**src/rtl/cmd_pkg.sv**
```systemverilog
// Shared constants for the command-line decoder: ASCII codes, keywords,
// command codes, line-state encoding and the keyword lookup helper.
package cmd_pkg;

  localparam logic [7:0] ASCII_CR  = 8'h0D;
  localparam logic [7:0] ASCII_LF  = 8'h0A;
  localparam logic [7:0] ASCII_BS  = 8'h08;
  localparam logic [7:0] ASCII_DEL = 8'h7F;
  localparam logic [7:0] ASCII_SP  = 8'h20;

  localparam logic [23:0] KW_ADD = "ADD";
  localparam logic [23:0] KW_SUB = "SUB";
  localparam logic [23:0] KW_MUL = "MUL";
  localparam logic [23:0] KW_CLR = "CLR";

  localparam logic [1:0] CMD_ADD = 2'd0;
  localparam logic [1:0] CMD_SUB = 2'd1;
  localparam logic [1:0] CMD_MUL = 2'd2;
  localparam logic [1:0] CMD_CLR = 2'd3;

  localparam int KW_LEN = 3;

  typedef enum logic [1:0] {
    ST_EMPTY    = 2'd0,
    ST_COLLECT  = 2'd1,
    ST_OVERFLOW = 2'd2
  } line_state_e;

  typedef struct packed {
    logic       hit;
    logic [1:0] code;
  } kw_match_t;

  // Maps a three-character (already upper-cased) word to its command code.
  function automatic kw_match_t kw_lookup(input logic [23:0] word);
    kw_match_t m;
    m.hit  = 1'b1;
    m.code = CMD_ADD;
    case (word)
      KW_ADD:  m.code = CMD_ADD;
      KW_SUB:  m.code = CMD_SUB;
      KW_MUL:  m.code = CMD_MUL;
      KW_CLR:  m.code = CMD_CLR;
      default: m.hit  = 1'b0;
    endcase
    return m;
  endfunction

endpackage

```
**src/rtl/cmd_char_class.sv**
```systemverilog
// Combinational character classifier: folds lowercase to uppercase and flags
// printable, erase (BS/DEL) and carriage-return characters.
module cmd_char_class
  import cmd_pkg::*;
(
  input  logic [7:0] in_char,
  output logic [7:0] out_folded,
  output logic       is_print,
  output logic       is_bs,
  output logic       is_cr
);

  always_comb begin
    // NOTE: every output gets a default first so no path leaves one unassigned,
    // which would otherwise infer a latch.
    out_folded = in_char;
    is_print   = 1'b0;
    is_bs      = 1'b0;
    is_cr      = 1'b0;

    if (in_char >= 8'h61 && in_char <= 8'h7A) begin
      out_folded = in_char - 8'h20;
    end

    case (in_char)
      ASCII_CR:            is_cr = 1'b1;
      ASCII_BS, ASCII_DEL: is_bs = 1'b1;
      ASCII_SP, ASCII_LF:  ;  // whitespace carries no meaning in a command line
      default:             is_print = (in_char > ASCII_SP) && (in_char < ASCII_DEL);
    endcase
  end

endmodule

```
**src/rtl/cmd_line_decoder.sv**
```systemverilog
// Assembles one ASCII command line and, on Enter, matches it against the
// ADD/SUB/MUL/CLR keywords, emitting a command strobe or an error strobe.
module cmd_line_decoder
  import cmd_pkg::*;
#(
  parameter int MAX_LEN = 4
) (
  input  logic       CLK,
  input  logic       RST_N,
  input  logic [7:0] in_char,
  input  logic       in_valid,
  output logic [1:0] out_cmd,
  output logic       out_valid,
  output logic       out_err,
  output logic       busy
);

  localparam int             CW          = $clog2(MAX_LEN + 1);
  localparam logic [CW-1:0]  LP_FULL     = CW'(MAX_LEN);
  localparam logic [CW-1:0]  LP_KW_LEN   = CW'(KW_LEN);
  localparam logic [CW-1:0]  LP_ONE      = CW'(1);

  logic [7:0]    w_folded;
  logic          w_is_print;
  logic          w_is_bs;
  logic          w_is_cr;
  logic          w_store;
  logic [23:0]   w_line;
  kw_match_t     w_kw;

  line_state_e   r_state;
  logic [CW-1:0] r_count;
  logic [7:0]    r_buf [KW_LEN];
  logic [1:0]    r_cmd;
  logic          r_valid;
  logic          r_err;
  logic          r_busy;

  cmd_char_class u_char_class (
    .in_char    (in_char),
    .out_folded (w_folded),
    .is_print   (w_is_print),
    .is_bs      (w_is_bs),
    .is_cr      (w_is_cr)
  );

  // Only the first three characters can ever form a keyword; longer lines are
  // rejected on length alone, so positions beyond that are never stored.
  assign w_store = in_valid && w_is_print && (r_state != ST_OVERFLOW) && (r_count < LP_KW_LEN);
  assign w_line  = {r_buf[0], r_buf[1], r_buf[2]};
  assign w_kw    = kw_lookup(w_line);

  // NOTE: the character buffer has no reset; its contents are only read when
  // r_count says they were written since the last reset or Enter.
  always_ff @(posedge CLK) begin
    if (w_store) begin
      r_buf[r_count[1:0]] <= w_folded;
    end
  end

  // NOTE: all state here uses non-blocking assignments so every register sees
  // the pre-edge values of the others, regardless of statement order.
  always_ff @(posedge CLK or negedge RST_N) begin
    if (!RST_N) begin
      r_state <= ST_EMPTY;
      r_count <= '0;
      r_cmd   <= CMD_ADD;
      r_valid <= 1'b0;
      r_err   <= 1'b0;
      r_busy  <= 1'b0;
    end else begin
      r_valid <= 1'b0;
      r_err   <= 1'b0;
      if (in_valid) begin
        if (w_is_cr) begin
          r_state <= ST_EMPTY;
          r_count <= '0;
          r_busy  <= 1'b0;
          case (r_state)
            ST_OVERFLOW: r_err <= 1'b1;
            ST_COLLECT: begin
              if (r_count == LP_KW_LEN && w_kw.hit) begin
                r_valid <= 1'b1;
                r_cmd   <= w_kw.code;
              end else begin
                r_err   <= 1'b1;
              end
            end
            default: ;
          endcase
        end else if (w_is_bs) begin
          if (r_state == ST_COLLECT) begin
            r_count <= r_count - LP_ONE;
            if (r_count == LP_ONE) begin
              r_state <= ST_EMPTY;
              r_busy  <= 1'b0;
            end
          end
        end else if (w_is_print && r_state != ST_OVERFLOW) begin
          r_busy <= 1'b1;
          if (r_count == LP_FULL) begin
            r_state <= ST_OVERFLOW;
          end else begin
            r_state <= ST_COLLECT;
            r_count <= r_count + LP_ONE;
          end
        end
      end
    end
  end

  assign out_cmd   = r_cmd;
  assign out_valid = r_valid;
  assign out_err   = r_err;
  assign busy      = r_busy;

endmodule

```
**config.mk**
```make
export PLATFORM = sky130hd
export DESIGN_NAME = cmd_line_decoder
export DESIGN_NICKNAME = d
export VERILOG_FILES = /design/src/rtl/cmd_pkg.sv /design/src/rtl/cmd_char_class.sv /design/src/rtl/cmd_line_decoder.sv
export SDC_FILE = /design/constraint.sdc
export NUM_CORES = 1
export LEC_CHECK = 0
export CORE_ASPECT_RATIO = 1.4
export CORE_UTILIZATION = 55
export DETAILED_ROUTE_END_ITERATION = 6
export PLACE_DENSITY_LB_ADDON = 0.1
export SYNTH_ARGS = -nofsm -noshare
export SYNTH_HDL_FRONTEND = slang
export SYNTH_SLANG_ARGS = --single-unit
```
**constraint.sdc**
```tcl
create_clock -name CLK -period 4.4 [get_ports CLK]
set_input_delay 0.44 -clock CLK [delete_from_list [all_inputs] [get_ports CLK]]
set_output_delay 0.44 -clock CLK [all_outputs]
set_load 0.1 [all_outputs]
```
==> summary.txt <==
Floorplan
  • IO Pins: 16
  • Chip width: 48.8 µm
  • Die height: 67.5 µm
  • Rows: 23
  • Die area: 0.00329 mm²
  • Core Region: 0.00288 mm²
  • Initial core utilization: 58.5%

Power
  • Leak: 0.746 nW
  • VDD IR-drop max: 383 µV
  • Pwr Density: 395 mW/mm²

Logic synthesis
  • Area share of and/or/nand/nor cells after synthesis: 17.3%
  • Post-synthesis register bit count: 34
  • Top_reg_cell synth: edfxtp_1
  • Synth area leaders: edfxtp_1, dfrtp_1, ha_1
  • Compound-Gate Fraction of Synth Area: 13.9%
  • EDFF count, synth: 24
  • Synth warnings: 0
  • Netlist cell types: 46
  • Largest family of logic cells by synthesized area: simple AND/OR/NAND/NOR gates
  • Multiplexer share of the synthesized area: 0.595%
  • Syn Area/Cell: 12.4 µm²
  • Ys async rst share: 29.4%
  • Syn nets: 157
  • Xor/xnor share of the synthesized area: 0%
  • Cells after Synth: 136
  • Top cell type's share of synthesized area: 42.8%
  • Synth area leader: edfxtp_1
  • Seq/Total Area, Yosys: 57.7%
  • Adder-Cell Fraction of Synth Area: 7.43%
  • Post-synthesis instance area: 0.00168 mm²

Route
  • Drt via density: 5.97
  • Detailed Routing Iterations Pass 1: 4
  • DRC viols: 0
  • Via Count: 1159
  • Routed wire length per instance: 16.5 µm
  • Iter 0 DRT Violations: 27
  • Final wirelength: 3.21 mm
  • Post-DRT Antenna Nets: 0

Clocking
  • Clock latency on the worst-skew pair: 0.28 ns
  • Root Buffer: clkbuf_8
  • Post_cts resized: 0
  • Hold_buf cts: 0
  • CTS tree: done
  • Clock transition at path regs: 0.07 ns
  • Max Buffers Root-to-Sink: 2
  • Clock sinks: 34
  • Num CTS Buffers: 5
  • H-Tree Depth: 2
  • Post-CTS Setup Bufs: 0

Timing
  • Final critical-path required period: 2.45 ns
  • Final Max Tran Viols: 0
  • Worst slew pin tran: 0.966 ns
  • Setup ws final: 1.95 ns
  • Slew headroom: 35.4%
  • Setup tns final: 0 ns
  • Clock skew: 0.00689 ns
  • Hold WS: 0.466 ns
  • Final period util: 55.7%
  • Hold Violations, Final: 0
  • # setup viols final: 0
  • RSZ-0062 raised after global routing: no
  • Max frequency: 408 MHz

Finish
  • Area delta synth->final: 15.9%
  • Final Core Density: 67.8%
  • Most common cell after layout, fill and taps aside: edfxtp_1
  • Post-route cell area: 0.00195 mm²
  • Nets@finish: 177
  • Share of cells above drive strength 1: 10.2%
  • # diodes: 0
  • Most frequent cells in the layout: edfxtp_1, clkdlybuf4s50_1, inv_1, ha_1, dfrtp_1

GRT
  • GRT overflow: 0
  • Vias in the first global route: 1108
  • First-pass GRT wire length: 4.94 mm
  • GRT Util Overall: 21.6%
  • Antenna violations before repair: 0
  • Largest net degree at the start of global routing: 15

Worst setup path
  • Crit end category: register
  • Max Fanout on Critical Path: 8
  • R2r startpoint: r_buf[1][5]
  • RR Endpoint: out_cmd[1]
  • Worst Setup Path Type: primary input to register
  • Req. time, crit path: 4.40 ns
  • R2R Setup Slk: 2.28 ns
  • Startpoint type of the worst setup path: primary input
  • Worst Path Arrival: 2.45 ns
  • Worst reg-to-reg path cell count: 5

Place
  • Routability congestion estimate: 0.778
  • Placed cell areas: 0.00187 mm²
  • Placement Setup Slack: 1.67 ns
  • DP Wirelength: 2.56 mm
  • IO buf count: 15

Flow run
  • Total of max-cap violations: 0

Run status
  • Outcome: complete, no violations

Min path
  • Hold WC Path Type: primary input to async pin
==> final cells by class <==
type	count	area, µm²
Sequential cell	34	971
Fill cell	206	927
Multi-Input combinational cell	89	661
Timing Repair Buffer	15	150
Clock buffer	6	72.6
Tap cell	37	46.3
Inverter	11	41.3
Clock inverter	2	8.76
==> through the flow <==
stage	cells	power, W
6_report	194	0.000771
5_1_grt	194	0.000816
4_1_cts	194	0.000777
3_5_place_dp	186	0.000567
3_3_place_gp	186	0.000558
2_1_floorplan	136	0.000511
==> flip-flops by register name (all words and copies together) (netlist names) <==
| register | count |
|---|---|
| r_count | 3 |
| out_cmd | 2 |
| busy | 1 |
| out_err | 1 |
| r_state | 2 |
| r_buf | 24 |
| out_valid | 1 |
==> how the worst max path moves through the flow <==
stage | from | to
floorplan | in_char[4] | r_buf[0][0]
detailed placement | in_char[4] | r_buf[0][6]
CTS | in_char[4] | r_buf[0][5]
finish | in_char[4] | r_buf[0][7]
global route | in_char[4] | r_buf[0][7]
global placement | in_char[4] | r_buf[0][6]
==> cells in the mapped netlist, drive strengths merged, types with 3 or more instances <==
cell and instances:
nor4 3, nor3 3, ha 10, edfxtp 24, nand2 7, nor2 8, and3 4, dfrtp 10
nand3 4, inv 11, a21oi 6, o21ai 6
==> kinds of logic after synthesis <==
group / after synthesis
flip-flops: 34
buffers and inverters: 13
adder cells (fa/ha/maj): 10
multiplexers: 1
AO/OA/AOI/OAI: 31
AND/OR/NAND/NOR: 47
==> metal layers <==
metal  vias to the layer above  routed length [µm]  GRT usage (%)  part of all wire [%]
met2                        30                1830           43.9                    57
met5                         -                   0              0                     0
met3                         6                  93           4.05                   2.9
met1                       556                1220           20.2                    38
met4                         0                  63           11.0                   2.0
li1                        567                   -              -                     -
==> power breakdown <==
part	internal, W	switching [W]	total, W
Combinational	0.0000682	0.0000910	0.000159
Sequential	0.000374	0.0000242	0.000398
Clock	0.000109	0.000105	0.000214
Total	0.000551	0.000221	0.000771
==> critical path, stage by stage <==
cell	delay, ns
clkdlybuf4s50_1	0.55
or4_4	0.62
o211ai_2	0.24
a21oi_1	0.07
and2_1	0.23
and3_1	0.30
Power figures use the tool's default switching activity.
